### config.mk
export PLATFORM = sky130hd
export DESIGN_NAME = csr_spi_bridge_flat
export DESIGN_NICKNAME = d
export VERILOG_FILES = /design/src/rtl/csr_spi_bridge_if.sv /design/src/rtl/csr_spi_bridge.sv /design/src/flat_wrapper.sv
export SDC_FILE = /design/constraint.sdc
export NUM_CORES = 1
export LEC_CHECK = 0
export CAP_MARGIN = 25
export CORE_MARGIN = 5
export CORE_UTILIZATION = 47
export CTS_BUF_LIST = sky130_fd_sc_hd__clkbuf_4
export CTS_CLUSTER_SIZE = 10
export DETAILED_ROUTE_END_ITERATION = 10
export PLACE_DENSITY = 0.86
export SLEW_MARGIN = 30
export SYNTH_ARGS = -nofsm -noshare
export SYNTH_HDL_FRONTEND = slang
export SYNTH_SLANG_ARGS = --single-unit
### constraint.sdc
create_clock -name clk -period 1.67 [get_ports clk]
set_clock_uncertainty 0.2 [all_clocks]
set_input_delay 0.2505 -clock clk [delete_from_list [all_inputs] [get_ports clk]]
set_output_delay 0.2505 -clock clk [all_outputs]
set_load 0.005 [all_outputs]
### src/rtl/csr_spi_bridge_if.sv
// csr_spi_bridge_if: spi byte stream and csr bus bundle for csr_spi_bridge
interface csr_spi_bridge_if #(
  parameter int ADDR_WIDTH = 12,
  parameter int DATA_BYTES = 1
);
  localparam int DATA_WIDTH = 8 * DATA_BYTES;
  logic                  spi_rst_i;
  logic [7:0]            rx_data_i;
  logic                  rx_pop_i;
  logic [7:0]            tx_data_o;
  logic                  tx_ack_o;
  logic [ADDR_WIDTH-1:0] csr_addr_o;
  logic                  csr_we_o;
  logic [DATA_WIDTH-1:0] csr_wdata_o;
  logic                  csr_re_o;
  logic [DATA_WIDTH-1:0] csr_rdata_i;
  logic                  active_o;
  modport master (
    input  spi_rst_i, rx_data_i, rx_pop_i, csr_rdata_i,
    output tx_data_o, tx_ack_o, csr_addr_o, csr_we_o, csr_wdata_o, csr_re_o, active_o
  );
  modport slave (
    output spi_rst_i, rx_data_i, rx_pop_i, csr_rdata_i,
    input  tx_data_o, tx_ack_o, csr_addr_o, csr_we_o, csr_wdata_o, csr_re_o, active_o
  );
endinterface

### src/rtl/csr_spi_bridge.sv
// csr_spi_bridge: spi byte stream to csr bus bridge with bursts, multi-byte words and read latency
module csr_spi_bridge #(
  parameter int ADDR_WIDTH = 12,
  parameter int DATA_BYTES = 1,
  parameter int RD_LATENCY = 1
) (
  input logic clk,
  input logic rst,
  csr_spi_bridge_if.master bus
);
  localparam int ADDR_BYTES = (ADDR_WIDTH + 7) / 8;
  localparam int DW = 8 * DATA_BYTES;
  typedef enum logic [2:0] {IDLE, ADDR, WDATA, RWAIT, RDATA} state_t;
  state_t state_q, state_d;
  logic w_q, w_d, fix_q, fix_d, we_q, we_d, re_q, re_d, ack_q, ack_d;
  logic [2:0] cnt_q, cnt_d;
  logic [1:0] lat_q, lat_d;
  logic [ADDR_WIDTH-1:0] addr_q, addr_d;
  logic [DW-1:0] wdata_q, wdata_d, tx_q, tx_d;
  logic addr_last, word_last, word_done, lat_done;
  assign addr_last = cnt_q == 3'(ADDR_BYTES - 1);
  assign word_last = cnt_q == 3'(DATA_BYTES - 1);
  assign word_done = cnt_q == 3'(DATA_BYTES);
  assign lat_done  = lat_q == 2'(RD_LATENCY);
  always_ff @(posedge clk) begin
    if (!rst) begin
      state_q <= IDLE;
      w_q     <= 1'b0;
      fix_q   <= 1'b0;
      we_q    <= 1'b0;
      re_q    <= 1'b0;
      ack_q   <= 1'b0;
      cnt_q   <= '0;
      lat_q   <= '0;
      addr_q  <= '0;
      wdata_q <= '0;
      tx_q    <= '0;
    end else begin
      state_q <= state_d;
      w_q     <= w_d;
      fix_q   <= fix_d;
      we_q    <= we_d;
      re_q    <= re_d;
      ack_q   <= ack_d;
      cnt_q   <= cnt_d;
      lat_q   <= lat_d;
      addr_q  <= addr_d;
      wdata_q <= wdata_d;
      tx_q    <= tx_d;
    end
  end
  always_comb begin
    state_d = state_q;
    if (bus.spi_rst_i) state_d = IDLE;
    else if (state_q == RWAIT) state_d = lat_done ? RDATA : RWAIT;
    else if (bus.rx_pop_i)
      case (state_q)
        IDLE:    state_d = ADDR;
        ADDR:    state_d = addr_last ? (w_q ? WDATA : RWAIT) : ADDR;
        RDATA:   state_d = word_done ? RWAIT : RDATA;
        default: state_d = state_q;
      endcase
  end
  always_comb begin
    w_d     = w_q;
    fix_d   = fix_q;
    cnt_d   = cnt_q;
    lat_d   = lat_q;
    addr_d  = (we_q && !fix_q) ? addr_q + 1'b1 : addr_q;
    wdata_d = wdata_q;
    tx_d    = tx_q;
    we_d    = 1'b0;
    re_d    = 1'b0;
    ack_d   = 1'b0;
    if (bus.spi_rst_i) begin
      addr_d  = '0;
      cnt_d   = '0;
      lat_d   = '0;
      wdata_d = '0;
    end else if (state_q == RWAIT) begin
      lat_d = lat_q + 1'b1;
      tx_d  = lat_done ? bus.csr_rdata_i : tx_q;
      ack_d = lat_done;
      cnt_d = lat_done ? 3'd1 : cnt_q;
    end else if (bus.rx_pop_i) begin
      case (state_q)
        IDLE: begin
          w_d   = bus.rx_data_i[7];
          fix_d = bus.rx_data_i[6];
          cnt_d = '0;
        end
        ADDR: begin
          addr_d = (addr_q << 8) | ADDR_WIDTH'(bus.rx_data_i);
          cnt_d  = addr_last ? 3'd0 : cnt_q + 3'd1;
          re_d   = addr_last && !w_q;
          lat_d  = '0;
        end
        WDATA: begin
          wdata_d = (wdata_q << 8) | DW'(bus.rx_data_i);
          cnt_d   = word_last ? 3'd0 : cnt_q + 3'd1;
          we_d    = word_last;
        end
        RDATA: begin
          re_d   = word_done;
          ack_d  = !word_done;
          lat_d  = '0;
          cnt_d  = word_done ? 3'd0 : cnt_q + 3'd1;
          tx_d   = word_done ? tx_q : tx_q << 8;
          addr_d = (word_done && !fix_q) ? addr_q + 1'b1 : addr_q;
        end
        default: ;
      endcase
    end
  end
  always_comb begin
    bus.tx_data_o   = tx_q[DW-1 -: 8];
    bus.tx_ack_o    = ack_q;
    bus.csr_addr_o  = addr_q;
    bus.csr_we_o    = we_q;
    bus.csr_wdata_o = wdata_q;
    bus.csr_re_o    = re_q;
    bus.active_o    = state_q != IDLE;
  end
endmodule

### src/flat_wrapper.sv
// flat-port wrapper written by rule: the top's interface ports become plain ports
module csr_spi_bridge_flat 
#(
  parameter int ADDR_WIDTH = 12,
  parameter int DATA_BYTES = 1,
  parameter int RD_LATENCY = 1
)
  (clk, rst, bus_spi_rst_i, bus_rx_data_i, bus_rx_pop_i, bus_csr_rdata_i, bus_tx_data_o, bus_tx_ack_o, bus_csr_addr_o, bus_csr_we_o, bus_csr_wdata_o, bus_csr_re_o, bus_active_o);
  csr_spi_bridge_if #(.ADDR_WIDTH(ADDR_WIDTH), .DATA_BYTES(DATA_BYTES)) bus_i ();
  input logic clk;
  input logic rst;
  input wire logic [$bits(bus_i.spi_rst_i)-1:0] bus_spi_rst_i;
  input wire logic [$bits(bus_i.rx_data_i)-1:0] bus_rx_data_i;
  input wire logic [$bits(bus_i.rx_pop_i)-1:0] bus_rx_pop_i;
  input wire logic [$bits(bus_i.csr_rdata_i)-1:0] bus_csr_rdata_i;
  output wire logic [$bits(bus_i.tx_data_o)-1:0] bus_tx_data_o;
  output wire logic [$bits(bus_i.tx_ack_o)-1:0] bus_tx_ack_o;
  output wire logic [$bits(bus_i.csr_addr_o)-1:0] bus_csr_addr_o;
  output wire logic [$bits(bus_i.csr_we_o)-1:0] bus_csr_we_o;
  output wire logic [$bits(bus_i.csr_wdata_o)-1:0] bus_csr_wdata_o;
  output wire logic [$bits(bus_i.csr_re_o)-1:0] bus_csr_re_o;
  output wire logic [$bits(bus_i.active_o)-1:0] bus_active_o;
  assign bus_i.spi_rst_i = bus_spi_rst_i;
  assign bus_i.rx_data_i = bus_rx_data_i;
  assign bus_i.rx_pop_i = bus_rx_pop_i;
  assign bus_i.csr_rdata_i = bus_csr_rdata_i;
  assign bus_tx_data_o = bus_i.tx_data_o;
  assign bus_tx_ack_o = bus_i.tx_ack_o;
  assign bus_csr_addr_o = bus_i.csr_addr_o;
  assign bus_csr_we_o = bus_i.csr_we_o;
  assign bus_csr_wdata_o = bus_i.csr_wdata_o;
  assign bus_csr_re_o = bus_i.csr_re_o;
  assign bus_active_o = bus_i.active_o;
  csr_spi_bridge #(.ADDR_WIDTH(ADDR_WIDTH), .DATA_BYTES(DATA_BYTES), .RD_LATENCY(RD_LATENCY)) u_core (.clk(clk), .rst(rst), .bus(bus_i));
endmodule
==> results.json <==
{
  "fin_util_pct": 87.3,
  "synth_edf_count": 0,
  "synth_top_area_share_pct": 35.4,
  "synthArstFlopShare_pct": 0,
  "synth.area.top_cells": "dfxtp_1 (35%), nor2b_1 (4.9%), a22oi_1 (4.5%)",
  "slew_viol_final": 0,
  "syn-num-nets": 286,
  "ys_warn_count": 0,
  "rows": 25,
  "diodes": 0,
  "required_ns": 1.75,
  "maxCapViolCount": 0,
  "hp-class": "reg2reg",
  "cts_root_buf": "clkbuf_4",
  "die_area_um2": 6430,
  "grt_pass1_vias": 2906,
  "core_um2": 4750,
  "switching_power_mw": 0.579,
  "areaGrowthSynthToFinish_pct": 79.1,
  "p_leak_nw": 1.92,
  "end_kind": "flop",
  "portBuffers": 51,
  "hold_buffers": 0,
  "criticalPathCategory": "reg2reg",
  "numCtsBuffers": 5,
  "grt_max_degree": 19,
  "path_cells": "ha_2 > nand3_2 > nor3_2 > o22ai_2 > a221oi_2 > nor2_1",
  "synthesis.area_um2": 2320,
  "wl_per_cell_um": 23.8,
  "grt_first_pass_wirelength_um": 14700,
  "crit_fanout": 4,
  "fin_nets": 418,
  "dieHeight_um": 80.2,
  "gr-total-overflow": 0,
  "violations": "negative setup slack",
  "ioPinCount": 52,
  "fin_setup_tns_ns": -5.37,
  "clk_latency_ns": 0.38,
  "synth_top_cell_by_area": "dfxtp_1",
  "synth_seq_cells": 41,
  "status": "finished with violations",
  "cp_num_buf_inv": 0,
  "drive_gt1_share_pct": 53.3,
  "power.total_mw": 2.07,
  "setup_viol": 34,
  "slew_headroom_pct": 76.1,
  "swShare_pct": 28.0,
  "fin_crit_ns": 2.00,
  "whs_ns": 0.304,
  "synthesis.instances": 261,
  "route.detailed.drc": 0,
  "ir_drop_mv": 0.528,
  "fin_ws_ns": -0.329,
  "cp_slowest_cell": "dfxtp_2",
  "drt_iter0_markers": 389,
  "dp_slack_ns": -0.348,
  "postRouteAntennaNets": 0,
  "crit_arrival_ns": 2.08,
  "cpPeakStageDelay_ns": 0.41,
  "die_w_um": 80.2,
  "p_int_mw": 1.49,
  "clock-sinks": 41,
  "start_util_pct": 48.7,
  "gr-usage-all-layers_pct": 29.4,
  "busiest_layer": "met2",
  "cts.clk_slew.worst_paths_ns": 0.15,
  "finalWeightedCongestion": 0.893,
  "clkPwrFrac_pct": 34.9,
  "syn_area_per_cell_um2": 8.88,
  "cp-start-kind": "flop",
  "synthFlopType": "dfxtp_1",
  "p_per_area_nw_per_um2": 499,
  "period_share_pct": 120,
  "yosysMostFrequentCell": "dfxtp_1",
  "fmax_ghz": 0.500,
  "rsz0062_at_grt": "yes",
  "grt_antenna_before_repair": 0,
  "instances_no_fill": 461,
  "synth_cell_type_count": 58,
  "critical_path.top_delay_family": "simple AND/OR/NAND/NOR gates",
  "via_per_inst": 6.47,
  "pwr-share-seq_pct": 47.8,
  "htree_levels": 2,
  "place_area_um2": 3320,
  "hpwlAfterDp_um": 5090,
  "grt_use_met2_pct": 47.9,
  "synth_seq_area_share_pct": 35.4,
  "fillCellCount": 195,
  "met3_usage_pct": 6.05,
  "cts_buffer_depth": 2,
  "final_area_um2": 4150,
  "combPwrFrac_pct": 17.3,
  "yosys-top-cells-count": "dfxtp_1 (41), nor2_1 (25), nand2_1 (21)",
  "hold_violations": 0,
  "worst_pin_slew_ns": 0.356,
  "cts_tree": "done",
  "via_count": 2983,
  "numPlacedInstances": 420,
  "dr.pass1.iters": 5,
  "wl_um": 11000,
  "grt_use_met1_pct": 35.0
}
[state kept, by name (all words and copies together), names as in the netlist]
register,count
u_core.bus.tx_ack_o,1
u_core.state_q,3
u_core.bus.csr_we_o,1
u_core.fix_q,1
u_core.w_q,1
u_core.bus.csr_wdata_o,8
u_core.bus.tx_data_o,8
u_core.cnt_q,3
u_core.lat_q,2
u_core.bus.csr_addr_o,12
u_core.bus.csr_re_o,1
[power groups by stage]
| stage | registers [mW] | logic (mW) | clock network, mW |
|---|---|---|---|
| finish | 0.989 | 0.359 | 0.722 |
| global route | 0.989 | 0.370 | 0.754 |
| CTS | 0.986 | 0.298 | 0.693 |
| detailed placement | 1.02 | 0.252 | 0 |
| global placement | 1.02 | 0.244 | 0 |
| floorplan | 1.02 | 0.111 | 0 |
[tightest hold or removal path, stage by stage (launching register included)]
cell     delay (ns)
dfxtp_2        0.34
mux2i_1        0.06
nor2_1         0.08
[kinds of logic after synthesis]
| family | Yosys count | share of synthesized area (%) |
|---|---|---|
| buffers and inverters | 20 | 3.99 |
| adder cells (fa/ha/maj) | 5 | 2.70 |
| AND/OR/NAND/NOR | 105 | 27.0 |
| AO/OA/AOI/OAI | 67 | 21.7 |
| multiplexers | 10 | 4.32 |
| XOR/XNOR | 13 | 4.91 |
| flip-flops | 41 | 35.4 |
[cell usage in the layout, fill, tap and decap left out, drive strengths merged, types with 12 or more instances in the layout]
master,instances
dlygate4sd2,14
nor2,25
nand2,21
clkdlybuf4s50,19
xnor2,12
nor2b,18
dlymetal6s2s,17
dfxtp,41
a21oi,13
buf,91
a22oi,14
[what timing repair did]
action / CTS / global route
endpoints found under the setup margin: 66 / 55
pin swaps: 15 / 15
gates resized for setup: 117 / 52
buffers inserted: 22 / 9
cloned: 2 / 0
hold endpoints to repair: 0 / 0
[per-layer routing]
layer  wire length (um)  up-vias
met5                  0        -
met4                691        0
met3                963       80
met2               5210      265
met1               4110     1420
li1                   -     1218
[path summary, 6_finish.rpt]
check | from | to | slack, ns | cells after the start
min reg2reg | u_core.bus.csr_wdata_o[4]$_SDFFE_PP0P_ | u_core.bus.csr_wdata_o[4]$_SDFFE_PP0P_ | 0.30 | 2
min | u_core.bus.csr_wdata_o[4]$_SDFFE_PP0P_ | u_core.bus.csr_wdata_o[4]$_SDFFE_PP0P_ | 0.30 | 2
max | u_core.bus.csr_addr_o[0]$_SDFFE_PP0P_ | u_core.bus.csr_addr_o[10]$_SDFFE_PP0P_ | -0.33 | 6
max reg2reg | u_core.bus.csr_addr_o[0]$_SDFFE_PP0P_ | u_core.bus.csr_addr_o[10]$_SDFFE_PP0P_ | -0.33 | 6
[layout make-up]
class                   count  area [um2]  area share (%)
multi-input cells         200        1760            42.4
repair buffers            141        1320            31.8
flip-flops and latches     41         888            21.4
well taps                  67        83.8            2.02
clock buffers               6        45.0            1.09
clock inverters             2        38.8           0.935
inverters                   4        15.0           0.362
(Power assumes the default switching activity.)
